File: config.mk
export PLATFORM = sky130hd
export DESIGN_NAME = sram_b_stream_fifo
export DESIGN_NICKNAME = d
export VERILOG_FILES = /design/src/rtl/sram_b_stream_fifo.sv
export SDC_FILE = /design/constraint.sdc
export NUM_CORES = 1
export LEC_CHECK = 0
export CAP_MARGIN = 10
export CORE_MARGIN = 4
export CORE_UTILIZATION = 55
export DETAILED_ROUTE_END_ITERATION = 16
export HOLD_SLACK_MARGIN = 0.06
export PLACE_DENSITY_LB_ADDON = 0.08
export SETUP_SLACK_MARGIN = 0.4
export SYNTH_ARGS = -nofsm -noshare
export SYNTH_HDL_FRONTEND = slang
export SYNTH_SLANG_ARGS = --single-unit
export TNS_END_PERCENT = 20
File: constraint.sdc
create_clock -name CLK -period 10 [get_ports CLK]
set_input_delay 3 -clock CLK [delete_from_list [all_inputs] [get_ports CLK]]
set_output_delay 3 -clock CLK [all_outputs]
set_load 0.01 [all_outputs]
File: src/rtl/sram_b_stream_fifo.sv
// Valid/ready FIFO controller in front of a 1W/1R SRAM; a 2-entry output buffer hides the
// 1-cycle read latency. Define SRAM_B_STREAM_FIFO_FLUSH_EN to add a synchronous FLUSH input.
module sram_b_stream_fifo #(
    parameter int ABITS = 17,
    parameter int DBITS = 8
) (
    input  logic             CLK,
    input  logic             RSTN,
`ifdef SRAM_B_STREAM_FIFO_FLUSH_EN
    input  logic             FLUSH,
`endif
    input  logic             IN_VALID,
    output logic             IN_READY,
    input  logic [DBITS-1:0] IN_DATA,
    output logic             OUT_VALID,
    input  logic             OUT_READY,
    output logic [DBITS-1:0] OUT_DATA,
    output logic [ABITS+1:0] COUNT,
    output logic             MEM_CE0,
    output logic [ABITS-1:0] MEM_A0,
    output logic [DBITS-1:0] MEM_D0,
    output logic             MEM_WE0,
    output logic [DBITS-1:0] MEM_WEM0,
    output logic             MEM_CE1,
    output logic [ABITS-1:0] MEM_A1,
    input  logic [DBITS-1:0] MEM_Q1
);

    localparam logic [ABITS:0]   DEPTH   = {1'b1, {ABITS{1'b0}}};
    localparam logic [ABITS-1:0] PTR_ONE = {{(ABITS-1){1'b0}}, 1'b1};

    logic [ABITS-1:0] wr_ptr;
    logic [ABITS-1:0] rd_ptr;
    logic [ABITS:0]   mem_cnt;
    logic             rd_inflight;
    logic [DBITS-1:0] obuf [2];
    logic [1:0]       buf_cnt;

    logic             flush;
    logic             push;
    logic             pop;
    logic             issue;
    logic [1:0]       occ_after_pop;
    logic             cap_pos;

`ifdef SRAM_B_STREAM_FIFO_FLUSH_EN
    assign flush = FLUSH;
`else
    assign flush = 1'b0;
`endif

    assign IN_READY  = (mem_cnt != DEPTH) && !flush;
    assign push      = IN_VALID && IN_READY && RSTN;

    assign OUT_VALID = (buf_cnt != 2'd0);
    assign OUT_DATA  = obuf[0];
    assign pop       = OUT_VALID && OUT_READY && !flush;

    // A read is only issued when the buffer is sure to have a free slot when its data lands.
    assign occ_after_pop = buf_cnt + {1'b0, rd_inflight} - {1'b0, pop};
    assign issue         = (mem_cnt != '0) && (occ_after_pop < 2'd2) && !flush && RSTN;

    assign cap_pos = ((buf_cnt == 2'd1) && !pop) || ((buf_cnt == 2'd2) && pop);

    assign MEM_CE0  = push;
    assign MEM_WE0  = push;
    assign MEM_A0   = wr_ptr;
    assign MEM_D0   = IN_DATA;
    assign MEM_WEM0 = {DBITS{push}};
    assign MEM_CE1  = issue;
    assign MEM_A1   = rd_ptr;

    assign COUNT = {1'b0, mem_cnt}
                 + {{(ABITS+1){1'b0}}, rd_inflight}
                 + {{ABITS{1'b0}}, buf_cnt};

    always_ff @(posedge CLK or negedge RSTN) begin
        if (!RSTN) begin
            wr_ptr      <= '0;
            rd_ptr      <= '0;
            mem_cnt     <= '0;
            rd_inflight <= 1'b0;
            buf_cnt     <= 2'd0;
        end else if (flush) begin
            wr_ptr      <= '0;
            rd_ptr      <= '0;
            mem_cnt     <= '0;
            rd_inflight <= 1'b0;
            buf_cnt     <= 2'd0;
        end else begin
            if (push) begin
                wr_ptr <= wr_ptr + PTR_ONE;
            end
            if (issue) begin
                rd_ptr <= rd_ptr + PTR_ONE;
            end
            mem_cnt     <= mem_cnt + {{ABITS{1'b0}}, push} - {{ABITS{1'b0}}, issue};
            rd_inflight <= issue;
            buf_cnt     <= buf_cnt + {1'b0, rd_inflight} - {1'b0, pop};
        end
    end

    // Read data lands behind whatever survives this cycle's pop; a capture into slot 0 wins over the shift.
    always_ff @(posedge CLK or negedge RSTN) begin
        if (!RSTN) begin
            obuf[0] <= '0;
            obuf[1] <= '0;
        end else if (!flush) begin
            if (rd_inflight && !cap_pos) begin
                obuf[0] <= MEM_Q1;
            end else if (pop) begin
                obuf[0] <= obuf[1];
            end
            if (rd_inflight && cap_pos) begin
                obuf[1] <= MEM_Q1;
            end
        end
    end

endmodule

==> results.md, run 1 <==
- Fillers: 663
- Synth top area cells: dfrtp_1 39%, ha_1 13%, xnor2_1 7.8%
- Cell taking the most area after synthesis: dfrtp_1
- Core box area: 8180 um2
- Netlist cell types: 55
- Pwr Density: 348 nW/um2
- # IOs: 102
- Setup WS post-layout: 1.61 ns
- Post-synthesis sequential area ratio: ~39%
- # diodes: 0
- Internal: approximately 1.1 mW
- Die Ht: 99.3 um
- Measured slew at the worst slew-check pin: 0.829 ns
- Leakage: between 2 and 3 nW
- CP Data Required Time: 7.00 ns
- Initial antenna violation count: 0
- Status: finished, final reports clean
- Clk sinks: a little over 70
- Max Root-Sink Buffers: 2
- Final period utilization: a little over four fifths
- Area of the multi-input gates: roughly 2400 um2
- Pin count of the biggest net entering global routing: 38
- Post-synthesis instance area: 4580 um2
- Routed wire per std cell: 14.8 um
- H-tree levels: 3
- Final setup vio count: 0
- CTS tree: built
- Comb pwr share: 58.7%
- Cts hold-fix bufs: 0
- Total negative setup slack: 0 ns
- Sequential Power Share: between 20% and 30%
- Die Area: roughly 9900 um2
- Post-Syn Nets: approximately 520
- Clock Latency Late Sink: 0.34 ns
- Clock share of power: between 10% and 20%
- Most common cell in the netlist: dfrtp_1
- Antenna-violating nets left: 0
- Yosys warnings: 0
- Non-Filler Instances: between 600 and 700
- Global-route wire length before repair: 15700 um
- Top-area cell type share of the netlist area: 38.8%
- DP Worst Slack: 1.61 ns
- Total GRT Usage: about a fifth
- Commonest cells post-synth: 71 x dfrtp_1, 46 x ha_1, 41 x xnor2_1
- FFs w/ async S/R, synth: between 90% and 100%
- Routability cong.: 0.826
- Mean number of vias per cell: 5.29
- Max-cap viol count: 0
- Hpwl dp: a little over 7000 um
- Starting Density: 56.0%
- Final wirelength: 9310 um
- Max-slew headroom: 44.7%
- Remaining DRCs: 0
- Hold Worst Slack: 0.473 ns
- Max VDD drop: ~190 uV
- Sw frac: 41.3%
- Vias post-DR: 3320
- Ys flop type: dfrtp_1
- Remaining Overflow, GRT: 0
- Worst Clk Skew: 0.0119 ns
- Min Tclk post-route: about 8.4 ns
- Startpoint types: primary input
- Site Rows: 33
- RSZ-0062 raised after global routing: false
- Synthesized flop and latch total: a little over 70
- Final instance area: 5590 um2
- CP Max Fanout: 10
- Vias in the first global route: 3286
- Placed Instance Area: 5340 um2
- Post-Syn Instances: around 450
- DRT iter0 DRCs: roughly 110
- Post-synth EDFFs: 0
- Die W: 99.3 um
- Post-CTS Setup Bufs: 0
- NetSw: 803 uW
- CTS clock-pin slew for the worst setup and hold paths: approximately 0.080 ns
- Resize count post-CTS: 0
- Area Growth Syn to Fin: 21.9%
- CTS buffer count: 9
- Syn_area_per_cell: 10.1 um2
- Root Driver: clkbuf_8
- Hold Crit Class: register to register
- Hold Fails Final Rpt: 0
- Critical path type: primary input to output port
- 1st-pass router iterations: 4
- Area occupied by registers: approximately 1800 um2
- Data arrival time of the worst path: 5.39 ns
- Number of port buffers: 85
- FMAX: 0.119 GHz
- Slew Limit Fails: 0
- DP Cell Count: 612
- Share of layout cells above drive strength 1: around 6.9%
- Nets: 587
- CP Capture Type: output port
## layout make-up
type,count,share of cell area (%)
multi-input combinational,313,43.7
sequential,71,31.8
timing repair buffer,86,15.3
inverter,37,2.49
tap,105,2.35
clock buffer,9,2.22
clock inverter,7,2.15
## flip-flops by register name, summed over array words and instances, names as in the netlist
name and count:
buf_cnt 2, mem_cnt 18, MEM_A0 17, OUT_DATA 8
rd_inflight 1, obuf 8, MEM_A1 17
## power by group through the flow
stage          sequential (mW)  combinational (mW)  clock, mW
2_1_floorplan            0.505               0.802          0
3_3_place_gp             0.523                1.12          0
3_5_place_dp             0.531                1.14          0
4_1_cts                  0.525                1.15      0.287
5_1_grt                  0.544                1.27      0.297
6_report                 0.523                1.14      0.280
## cells in the final DEF, fill, tap and decap left out, drive strengths merged, types with 5 or more instances in the layout
cell type / count
mux2i: 8
dfrtp: 71
clkbuf: 9
ha: 46
nand3b: 5
o21ai: 7
clkdlybuf4s50: 84
nand3: 17
nand2b: 5
mux2: 10
inv: 37
xor2: 23
nor3: 9
a21oi: 21
nor2: 31
xnor2: 41
nor2b: 7
nand4: 11
nand2: 24
## cell families after synthesis
logic type,share of synthesized area [%]
AOI/OAI and AO/OA,7.02
xor gates and xnor gates,12.2
adders and majority gates,13.9
buffers and inverters,7.95
DFF,38.8
muxes,4.21
and+or+nand+nor,15.9
## per-layer routing
metal	part of all wire [%]	global-route usage, %	vias up
li1	-	-	1623
met4	1.0	4.94	0
met1	47	27.3	1607
met5	0	0	-
met3	4.7	4.56	9
met2	48	31.3	81
## worst paths after layout
path	startpoint	to	slack (ns)	depth (start not counted)
min reg2reg	MEM_A1[16]	MEM_A1[16]	0.47	1
min in group asynchronous	RSTN	MEM_A1[13]	2.76	1
max in group asynchronous	RSTN	buf_cnt[1]	6.26	2
min	MEM_A1[16]	MEM_A1[16]	0.47	1
max reg2reg	buf_cnt[1]	mem_cnt[16]	5.69	16
max	OUT_READY	MEM_CE1	1.61	7
## metrics by stage
stage	utilization (%)	power, mW
floorplan	-	1.31
global placement	65.3	1.65
detailed placement	65.3	1.67
CTS	68.3	1.96
global route	68.3	2.11
finish	68.3	1.94
## worst max-delay path: stages
cell	delay, ns
clkdlybuf4s50_1	0.57
nand2_4	0.16
xnor2_1	0.16
ha_1	0.18
a21boi_2	0.15
and4b_1	0.54
clkdlybuf4s50_1	0.62
Note: power is estimated with default switching activity, not from simulation.
==> run 2: changes to the inputs <==
--- a/config.mk
+++ b/config.mk
@@ -7,7 +7,7 @@
 export LEC_CHECK = 0
 export CAP_MARGIN = 10
 export CORE_MARGIN = 4
-export CORE_UTILIZATION = 55
+export CORE_UTILIZATION = 46
 export DETAILED_ROUTE_END_ITERATION = 16
 export HOLD_SLACK_MARGIN = 0.06
 export PLACE_DENSITY_LB_ADDON = 0.08
==> constraint.sdc (replaced) <==
create_clock -name CLK -period 7.2 [get_ports CLK]
set_input_delay 2.16 -clock CLK [delete_from_list [all_inputs] [get_ports CLK]]
set_output_delay 2.16 -clock CLK [all_outputs]
set_load 0.01 [all_outputs]
==> results.md, run 2 (synthesis gave the netlist of run 1 again) <==
- Antenna-violating nets left: 0 (unchanged)
- Mean number of vias per cell: 5.02 (-5.0%)
- # diodes: 0 (unchanged)
- Remaining Overflow, GRT: 0 (unchanged)
- Critical path type: primary input to output port
- Max-slew headroom: 39.4% (-5.3 points)
- Slew Limit Fails: 0 (unchanged)
- CTS buffer count: 9 (unchanged)
- Die W: 108 um (+8.6%)
- CTS tree: built
- FMAX: 0.156 GHz
- Area occupied by registers: 1780 um2 (unchanged)
- Area of the multi-input gates: 2440 um2 (unchanged)
- Largest Register: mem_cnt
- Pwr Density: 478 nW/um2 (+37%)
- Total negative setup slack: 0 ns (unchanged)
- Die Ht: 108 um (+8.6%)
- Cts hold-fix bufs: 0 (unchanged)
- Leakage: 2.55 nW (-0.11%)
- Number of port buffers: 85 (unchanged)
- Routed wire per std cell: 14.7 um (-0.67%)
- Hpwl dp: 7290 um (+2.6%)
- Die Area: 11600 um2 (+18%)
- CP Capture Type: output port
- CP Data Required Time: 5.04 ns (-1.96 ns)
- Max-cap viol count: 0 (unchanged)
- Max VDD drop: 258 uV (+35%)
- Initial antenna violation count: 0 (unchanged)
- Vias in the first global route: 3321 (+1.1%)
- Startpoint types: primary input
- Resize count post-CTS: 0 (unchanged)
- DRT iter0 DRCs: 103 (-2.8%)
- Commonest non-fill, non-tap cells in the layout: 84 x clkdlybuf4s50_1, 71 x dfrtp_1, 46 x ha_1
- Vias post-DR: 3301 (-0.57%)
- Clock Latency Late Sink: 0.35 ns (about the same)
- Final wirelength: 9680 um (+3.9%)
- Nets: 588 (+0.17%)
- Final setup vio count: 0 (unchanged)
- Hold Worst Slack: 0.467 ns (-0.00600 ns)
- Post-CTS Setup Bufs: 0 (unchanged)
- Root Driver: clkbuf_8
- Pin count of the biggest net entering global routing: 72 (+89%)
- Status: finished, final reports clean
- 1st-pass router iterations: 4 (unchanged)
- Total GRT Usage: 17.6% (-2.0 points)
- Fillers: 896 (+35%)
- Hold Crit Class: register to register
- CTS clock-pin slew for the worst setup and hold paths: 0.09 ns (about the same)
- Hold Fails Final Rpt: 0 (unchanged)
- Design Power: 2.68 mW (+38%)
- Clk sinks: 71 (unchanged)
- Data arrival time of the worst path: 4.25 ns (-1.14 ns)
- Site Rows: 36 (+9.1%)
- # IOs: 102 (unchanged)
- Final Util: 57.7% (-11 points)
- Global-route wire length before repair: 16500 um (+5.3%)
- Max reg flops: 18 (unchanged)
- Final instance area: 5610 um2 (+0.49%)
- Most common cell after layout, fill and taps aside: clkdlybuf4s50_1
- Final period utilization: 89.0%
- Worst Clk Skew: 0.0121 ns (+0.000136 ns)
- RSZ-0062 raised after global routing: false
- Placed Instance Area: 5380 um2 (+0.80%)
- Starting Density: 47.1% (-9.0 points)
- Min Tclk post-route: 6.41 ns
- Area Growth Syn to Fin: 22.5%
- CP Max Fanout: 10 (unchanged)
- Remaining DRCs: 0 (unchanged)
- Share of layout cells above drive strength 1: 7.06% (+0.18 points)
- Measured slew at the worst slew-check pin: 0.909 ns (+0.0800 ns)
- Max Root-Sink Buffers: 2 (unchanged)
- Routability cong.: 0.890 (+7.7%)
- H-tree levels: 3 (unchanged)
- Core box area: 9730 um2 (+19%)
-- run 2: metrics by stage --
stage | setup slack [ns] | cells
after CTS | 0.771 | 657
final | 0.793 | 657
after detailed placement | 0.790 | 641
after global routing | 0.681 | 657
after floorplan | 1.94 | 453
after global placement | 0.797 | 641
-- run 2: worst paths after layout --
check	start	to	slack (ns)	cells after the start
max in group asynchronous	RSTN	mem_cnt[5]	4.47	2
max reg2reg	buf_cnt[1]	mem_cnt[16]	2.89	17
max	OUT_READY	MEM_CE1	0.79	7
min reg2reg	MEM_A1[16]	MEM_A1[16]	0.47	1
min in group asynchronous	RSTN	buf_cnt[1]	2.16	2
min	MEM_A1[16]	MEM_A1[16]	0.47	1
-- run 2: area by class of cell --
| type | instances | area share, % |
|---|---|---|
| clock buffer | 9 | 2.21 |
| clock inverter | 7 | 1.87 |
| inverter | 37 | 2.47 |
| multi-input combinational | 313 | 43.5 |
| sequential | 71 | 31.7 |
| tap | 133 | 2.96 |
| timing repair buffer | 87 | 15.3 |
-- run 2: critical path, cell delays in order --
cell and delay [ns]:
clkdlybuf4s50_1 0.56, nand2_4 0.16, xnor2_1 0.17, ha_1 0.20, a21boi_2 0.15, and4b_1 0.29
clkdlybuf4s50_1 0.55
-- run 2: per-layer routing --
metal / share of wire [%] / GRT usage [%] / vias up
met4: 0.70 / 5.14 / 0
met2: 46 / 27.5 / 65
li1: - / - / 1631
met5: 0 / 0 / -
met1: 49 / 24.8 / 1598
met3: 4.3 / 3.54 / 7
-- run 2: power breakdown --
part / internal, mW / leakage (nW) / switching (mW) / total (mW)
sequential: 0.558 / 0.877 / 0.170 / 0.728
clock: 0.200 / 0.112 / 0.170 / 0.370
combinational: 0.797 / 1.56 / 0.786 / 1.58
